## src/rtl/piso_pkg.sv

```systemverilog
// Shared types and helpers for the piso_stream serialiser.
package piso_pkg;

    // Serialiser occupancy state: IDLE means the shift register holds no word.
    typedef enum logic [0:0] {
        IDLE  = 1'b0,
        SHIFT = 1'b1
    } piso_state_t;

    // Bit-counter width for a given word width. The counter only needs to
    // hold WIDTH-1. The guard keeps a degenerate width from producing zero bits.
    function automatic int cnt_width(input int width);
        return (width < 2) ? 1 : $clog2(width);
    endfunction

endpackage

```

## src/rtl/piso_stream.sv

```systemverilog
// Parallel-in/serial-out serialiser with a valid/ready load port, a one-word
// holding buffer and a bit-rate strobe. While a word is being shifted out, the
// block can accept the next word into the holding buffer. When that word is
// ready at the final bit, it follows with no idle bit in between.
module piso_stream
    import piso_pkg::*;
#(
    parameter int WIDTH     = 8,
    parameter bit LSB_FIRST = 1'b0
) (
    input  logic             clk,
    input  logic             rst,
    input  logic             in_valid,
    output logic             in_ready,
    input  logic [WIDTH-1:0] parallel_in,
    input  logic             shift_en,
    output logic             serial_out,
    output logic             serial_valid,
    output logic             last,
    output logic             busy
);

    localparam int               CNT_W   = cnt_width(WIDTH);
    localparam logic [CNT_W-1:0] CNT_TOP = CNT_W'(WIDTH - 1);
    localparam logic [CNT_W-1:0] CNT_ONE = CNT_W'(1);

    piso_state_t      state_r, state_s;
    logic [WIDTH-1:0] sr_r, sr_s;
    logic [WIDTH-1:0] hold_r, hold_s;
    logic [CNT_W-1:0] cnt_r, cnt_s;
    logic             hold_full_r, hold_full_s;
    logic             accept_s;
    logic             final_bit_s;

    // Move the word one place toward the output end. The output end depends
    // on the bit order.
    function automatic logic [WIDTH-1:0] shift_word(input logic [WIDTH-1:0] w);
        if (LSB_FIRST) begin
            return {1'b0, w[WIDTH-1:1]};
        end else begin
            return {w[WIDTH-2:0], 1'b0};
        end
    endfunction

    // Next-state logic for the FSM, shifter, counter and holding buffer.
    always_comb begin
        state_s     = state_r;
        sr_s        = sr_r;
        cnt_s       = cnt_r;
        hold_s      = hold_r;
        hold_full_s = hold_full_r;
        accept_s    = in_valid && !hold_full_r;
        final_bit_s = shift_en && (cnt_r == '0);
        case (state_r)
            IDLE: begin
                if (accept_s) begin
                    sr_s    = parallel_in;
                    cnt_s   = CNT_TOP;
                    state_s = SHIFT;
                end else begin
                    state_s = IDLE;
                end
            end
            SHIFT: begin
                if (final_bit_s) begin
                    if (hold_full_r) begin
                        // A held word takes over the shifter. The buffer
                        // cannot accept a word this cycle because it is
                        // still full.
                        sr_s        = hold_r;
                        cnt_s       = CNT_TOP;
                        hold_full_s = 1'b0;
                    end else if (accept_s) begin
                        // The incoming word bypasses the empty buffer.
                        sr_s  = parallel_in;
                        cnt_s = CNT_TOP;
                    end else begin
                        sr_s    = '0;
                        state_s = IDLE;
                    end
                end else begin
                    if (shift_en) begin
                        sr_s  = shift_word(sr_r);
                        cnt_s = cnt_r - CNT_ONE;
                    end else begin
                        cnt_s = cnt_r;
                    end
                    if (accept_s) begin
                        hold_s      = parallel_in;
                        hold_full_s = 1'b1;
                    end else begin
                        hold_full_s = hold_full_r;
                    end
                end
            end
            default: begin
                sr_s        = '0;
                cnt_s       = '0;
                hold_s      = '0;
                hold_full_s = 1'b0;
                state_s     = IDLE;
            end
        endcase
    end

    // State registers. A synchronous reset discards any word in flight.
    always_ff @(posedge clk) begin
        if (rst) begin
            state_r     <= IDLE;
            sr_r        <= '0;
            cnt_r       <= '0;
            hold_r      <= '0;
            hold_full_r <= 1'b0;
        end else begin
            state_r     <= state_s;
            sr_r        <= sr_s;
            cnt_r       <= cnt_s;
            hold_r      <= hold_s;
            hold_full_r <= hold_full_s;
        end
    end

    // Outputs decode directly from registers, so they change only on clock edges.
    assign in_ready     = !hold_full_r;
    assign serial_valid = (state_r == SHIFT);
    assign serial_out   = (state_r == SHIFT) &&
                          (LSB_FIRST ? sr_r[0] : sr_r[WIDTH-1]);
    assign last         = (state_r == SHIFT) && (cnt_r == '0);
    assign busy         = (state_r == SHIFT) || hold_full_r;

endmodule
```

## config.mk

```make
export PLATFORM = sky130hd
export DESIGN_NAME = piso_stream
export DESIGN_NICKNAME = d
export VERILOG_FILES = /design/src/rtl/piso_pkg.sv /design/src/rtl/piso_stream.sv
export SDC_FILE = /design/constraint.sdc
export NUM_CORES = 1
export LEC_CHECK = 0
export ABC_CLOCK_PERIOD_IN_PS = 1470
export BUFFER_PORTS_ARGS = -buffer_cell sky130_fd_sc_hd__buf_2
export CAP_MARGIN = 10
export CORE_MARGIN = 8
export CORE_UTILIZATION = 50
export DETAILED_ROUTE_END_ITERATION = 8
export GPL_TIMING_DRIVEN = 0
export PLACE_DENSITY = 0.72
export SYNTH_ARGS = -nofsm -noshare
export SYNTH_HDL_FRONTEND = slang
export SYNTH_SLANG_ARGS = --single-unit
```

## constraint.sdc

```tcl
create_clock -name clk -period 1.47 [get_ports clk]
set_input_delay 0.147 -clock clk [delete_from_list [all_inputs] [get_ports clk]]
set_output_delay 0.147 -clock clk [all_outputs]
set_load 0.005 [all_outputs]
```

==> run_results.csv <==
group,metric,value,unit
run_status,outcome,"finished, violations left",
critical_path,slowest_delay,0.39,ns
timing,finalSetupTns,-0.201,ns
global_routing,grt_usage,17.1,%
flow_run,max-cap-violations,0,
global_routing,grt-ovfl-total,0,
yosys,synth_warnings,0,
timing,setup_viol,4,
critical_path,end_kind,"flop",
routing,drtIter0Drc,126,
timing,min_period,1.57,ns
global_routing,grt_max_degree,13,
yosys,ys_types,37,
pwr,power_density,981,nW/um^2
place,dp_hpwl,2370,um
routing,dr.pass1.iters,5,
clocking,cts_sinks,21,
yosys,yosysSeqAreaShare,35.1,%
worst_hold_path,hold_class,"primary input to flop",
yosys,synth_edf_count,0,
yosys,async_flop_share,0,%
floorplanning,ioPinCount,17,
critical_path,cp_max_fo,9,
critical_path,path_cells,"buf_4 > or3b_1 > buf_6 > a221o_1 > a21oi_2",
clocking,clockBufferDepth,2,
place,gp_congestion,0.905,
floorplanning,start_util,53.6,%
routing,dr_total_vias,1387,
yosys,synth_cells,152,
timing,skew,0.00219,ns
routing,wl_per_cell,18.9,um
clocking,insertion_delay,0.32,ns
timing,tightest_slew,0.576,ns
routing,ant_nets,0,
finish,seqCellArea,428,um^2
clocking,cts_tree,"yes",
clocking,ctsHtreeMaxLevel,1,
yosys,syn_area_per_cell,7.88,um^2
floorplanning,core.rowCount,17,
timing,hold_viol_final,0,
yosys,dominantRegCellSynth,"dfxtp_1",
yosys,synth_nets,166,
critical_path,worstPathRequired,1.73,ns
floorplanning,die_area,4220,um^2
place,io_buffers,13,
clocking,clk_pin_slew,0.14,ns
global_routing,grt_pass1_wl,5950,um
timing,fin_crit_sh,107,%
routing,routed_wl,3950,um
floorplanning,die_y,64.9,um
timing,drv_slew,0,
yosys,syn_area,1200,um^2
critical_path,cp-start-kind,"flop",
global_routing,first_global_vias,1269,
critical_path,critPathBufInv,2,
finish,multi_input_area,748,um^2
pwr,ir_worst_vdd,0.000812,V
run_status,violations,"negative setup slack",
clocking,cts_buffers,3,
pwr,p_leak,0.609,nW
finish,layout-drive-gt1-share,34.3,%
timing,whs,0.0787,ns
finish,antennaDiodeCount,0,
routing,drcViolationCount,0,
clocking,root_buffer,"clkbuf_4",
timing,fmax,638,MHz
critical_path,cp.arrival,1.83,ns
finish,area_growth,32.9,%
timing,fin_ws,-0.0962,ns
timing,slew_headroom,61.6,%
yosys,ys_ff_latch,21,
finish,finalNetCount,196,
critical_path,crit_type,"flop to flop",
floorplanning,die_x,64.9,um
finish,fill_cells,174,
global_routing,antenna_found_initial,0,
critical_path,crit_family,"compound AO/OA/AOI/OAI gates",
critical_path,slowest_stage,"or3b_1",
routing,vias_per_cell,6.64,
timing,rsz0062_at_grt,"true",
floorplanning,core_area,2230,um^2
-- per-layer routing --
metal	routed length [um]	vias up	global-route usage [%]
li1	-	632	-
met1	1580	650	22.4
met2	1860	90	25.3
met3	419	15	4.47
met4	96	0	8.17
met5	0	-	0
-- stage by stage --
step / power [mW] / cell area, um^2 / std cells / setup slack (ns) / util (%)
global placement: 1.04 / 1300 / 193 / -0.247 / 58.1
global route: 1.63 / 1590 / 209 / -0.116 / 71.3
CTS: 1.44 / 1480 / 204 / -0.0395 / 66.2
detailed placement: 1.05 / 1300 / 193 / -0.303 / 58.1
finish: 1.56 / 1590 / 209 / -0.0962 / 71.3
floorplan: 0.937 / 1200 / 152 / 0.0633 / -
-- synth_stat cells (all sizes together) (3+ instances only) --
| master | instances | area, um^2 |
|---|---|---|
| o21ai | 19 | 95.1 |
| and2 | 3 | 18.8 |
| o31ai | 6 | 45.0 |
| buf | 8 | 47.5 |
| and3b | 3 | 26.3 |
| nand2 | 9 | 33.8 |
| clkbuf | 9 | 33.8 |
| nand4 | 8 | 50.1 |
| nand3 | 17 | 85.1 |
| a41oi | 6 | 52.6 |
| dfxtp | 21 | 420 |
| inv | 4 | 15.0 |
| a21oi | 11 | 55.1 |
-- final timing paths --
check / endpoint / startpoint / cells after the start / slack (ns)
hold reg to reg: hold_r[7] / hold_r[7] / 2 / 0.50
hold / removal: hold_r[6] / parallel_in[6] / 3 / 0.08
setup / recovery: cnt_r[0] / serial_valid / 5 / -0.1
setup reg to reg: cnt_r[0] / serial_valid / 5 / -0.1
-- placed cells by master, fill, tap and decap left out, types with 2 or more instances in the layout --
cell type and count:
a32oi_1 2, buf_6 2, nand3_1 17, nor2_1 2, o21ai_0 13, nand3b_1 2
nand4_1 8, dfxtp_2 3, nand2_1 9, clkbuf_4 4, inv_2 3, o21ai_1 6
a21oi_1 10, a311oi_1 2, clkbuf_16 2, a41oi_1 5, nor3_1 2, buf_4 15
o31ai_2 3, or3b_1 2, and2_1 3, clkbuf_1 2, buf_2 16, and3b_1 2
dfxtp_1 17, o31ai_1 3
-- what timing repair did --
action                                  4_1_cts  5_1_grt
resized for setup                            28       17
hold endpoints to repair                      0        0
hold buffers                                  0        0
endpoints found under the setup margin       23       23
buffers inserted                              9        5
pin swaps                                     3        1
-- kinds of logic after synthesis --
kind of cell             Yosys count  synth area share (%)
buffers and inverters             22                  8.36
adder cells (fa/ha/maj)            2                  2.09
AND/OR/NAND/NOR                   57                  28.1
AO/OA/AOI/OAI                     50                  26.3
flip-flops                        21                  35.1
-- power by group --
part,switching [mW],leakage (nW),internal [mW]
Clock,0.209,0.0177,0.102
Sequential,0.0513,0.174,0.628
Combinational,0.297,0.417,0.274
Total,0.558,0.609,1.00
-- sequential cells by signal (all words and copies together) (netlist names) --
register	flops
hold_r	8
sr_r	8
cnt_r	3
hold_full_r	1
serial_valid	1
-- tightest hold or removal path: cells and delay by family --
kind | cells | cell delay (ns)
buffers and inverters | 1 | 0.11
AND/OR/NAND/NOR | 1 | 0.06
AO/OA/AOI/OAI | 1 | 0.05
-- cell type report --
class | instances | area share [%]
Multi-Input combinational cell | 109 | 47.0
Buffer | 15 | 9.28
Tap cell | 28 | 2.20
Timing Repair Buffer | 27 | 11.7
Sequential cell | 21 | 26.9
Clock buffer | 3 | 1.42
Inverter | 5 | 1.18
Clock inverter | 1 | 0.314
No activity file was read; power rests on OpenSTA's default activity.
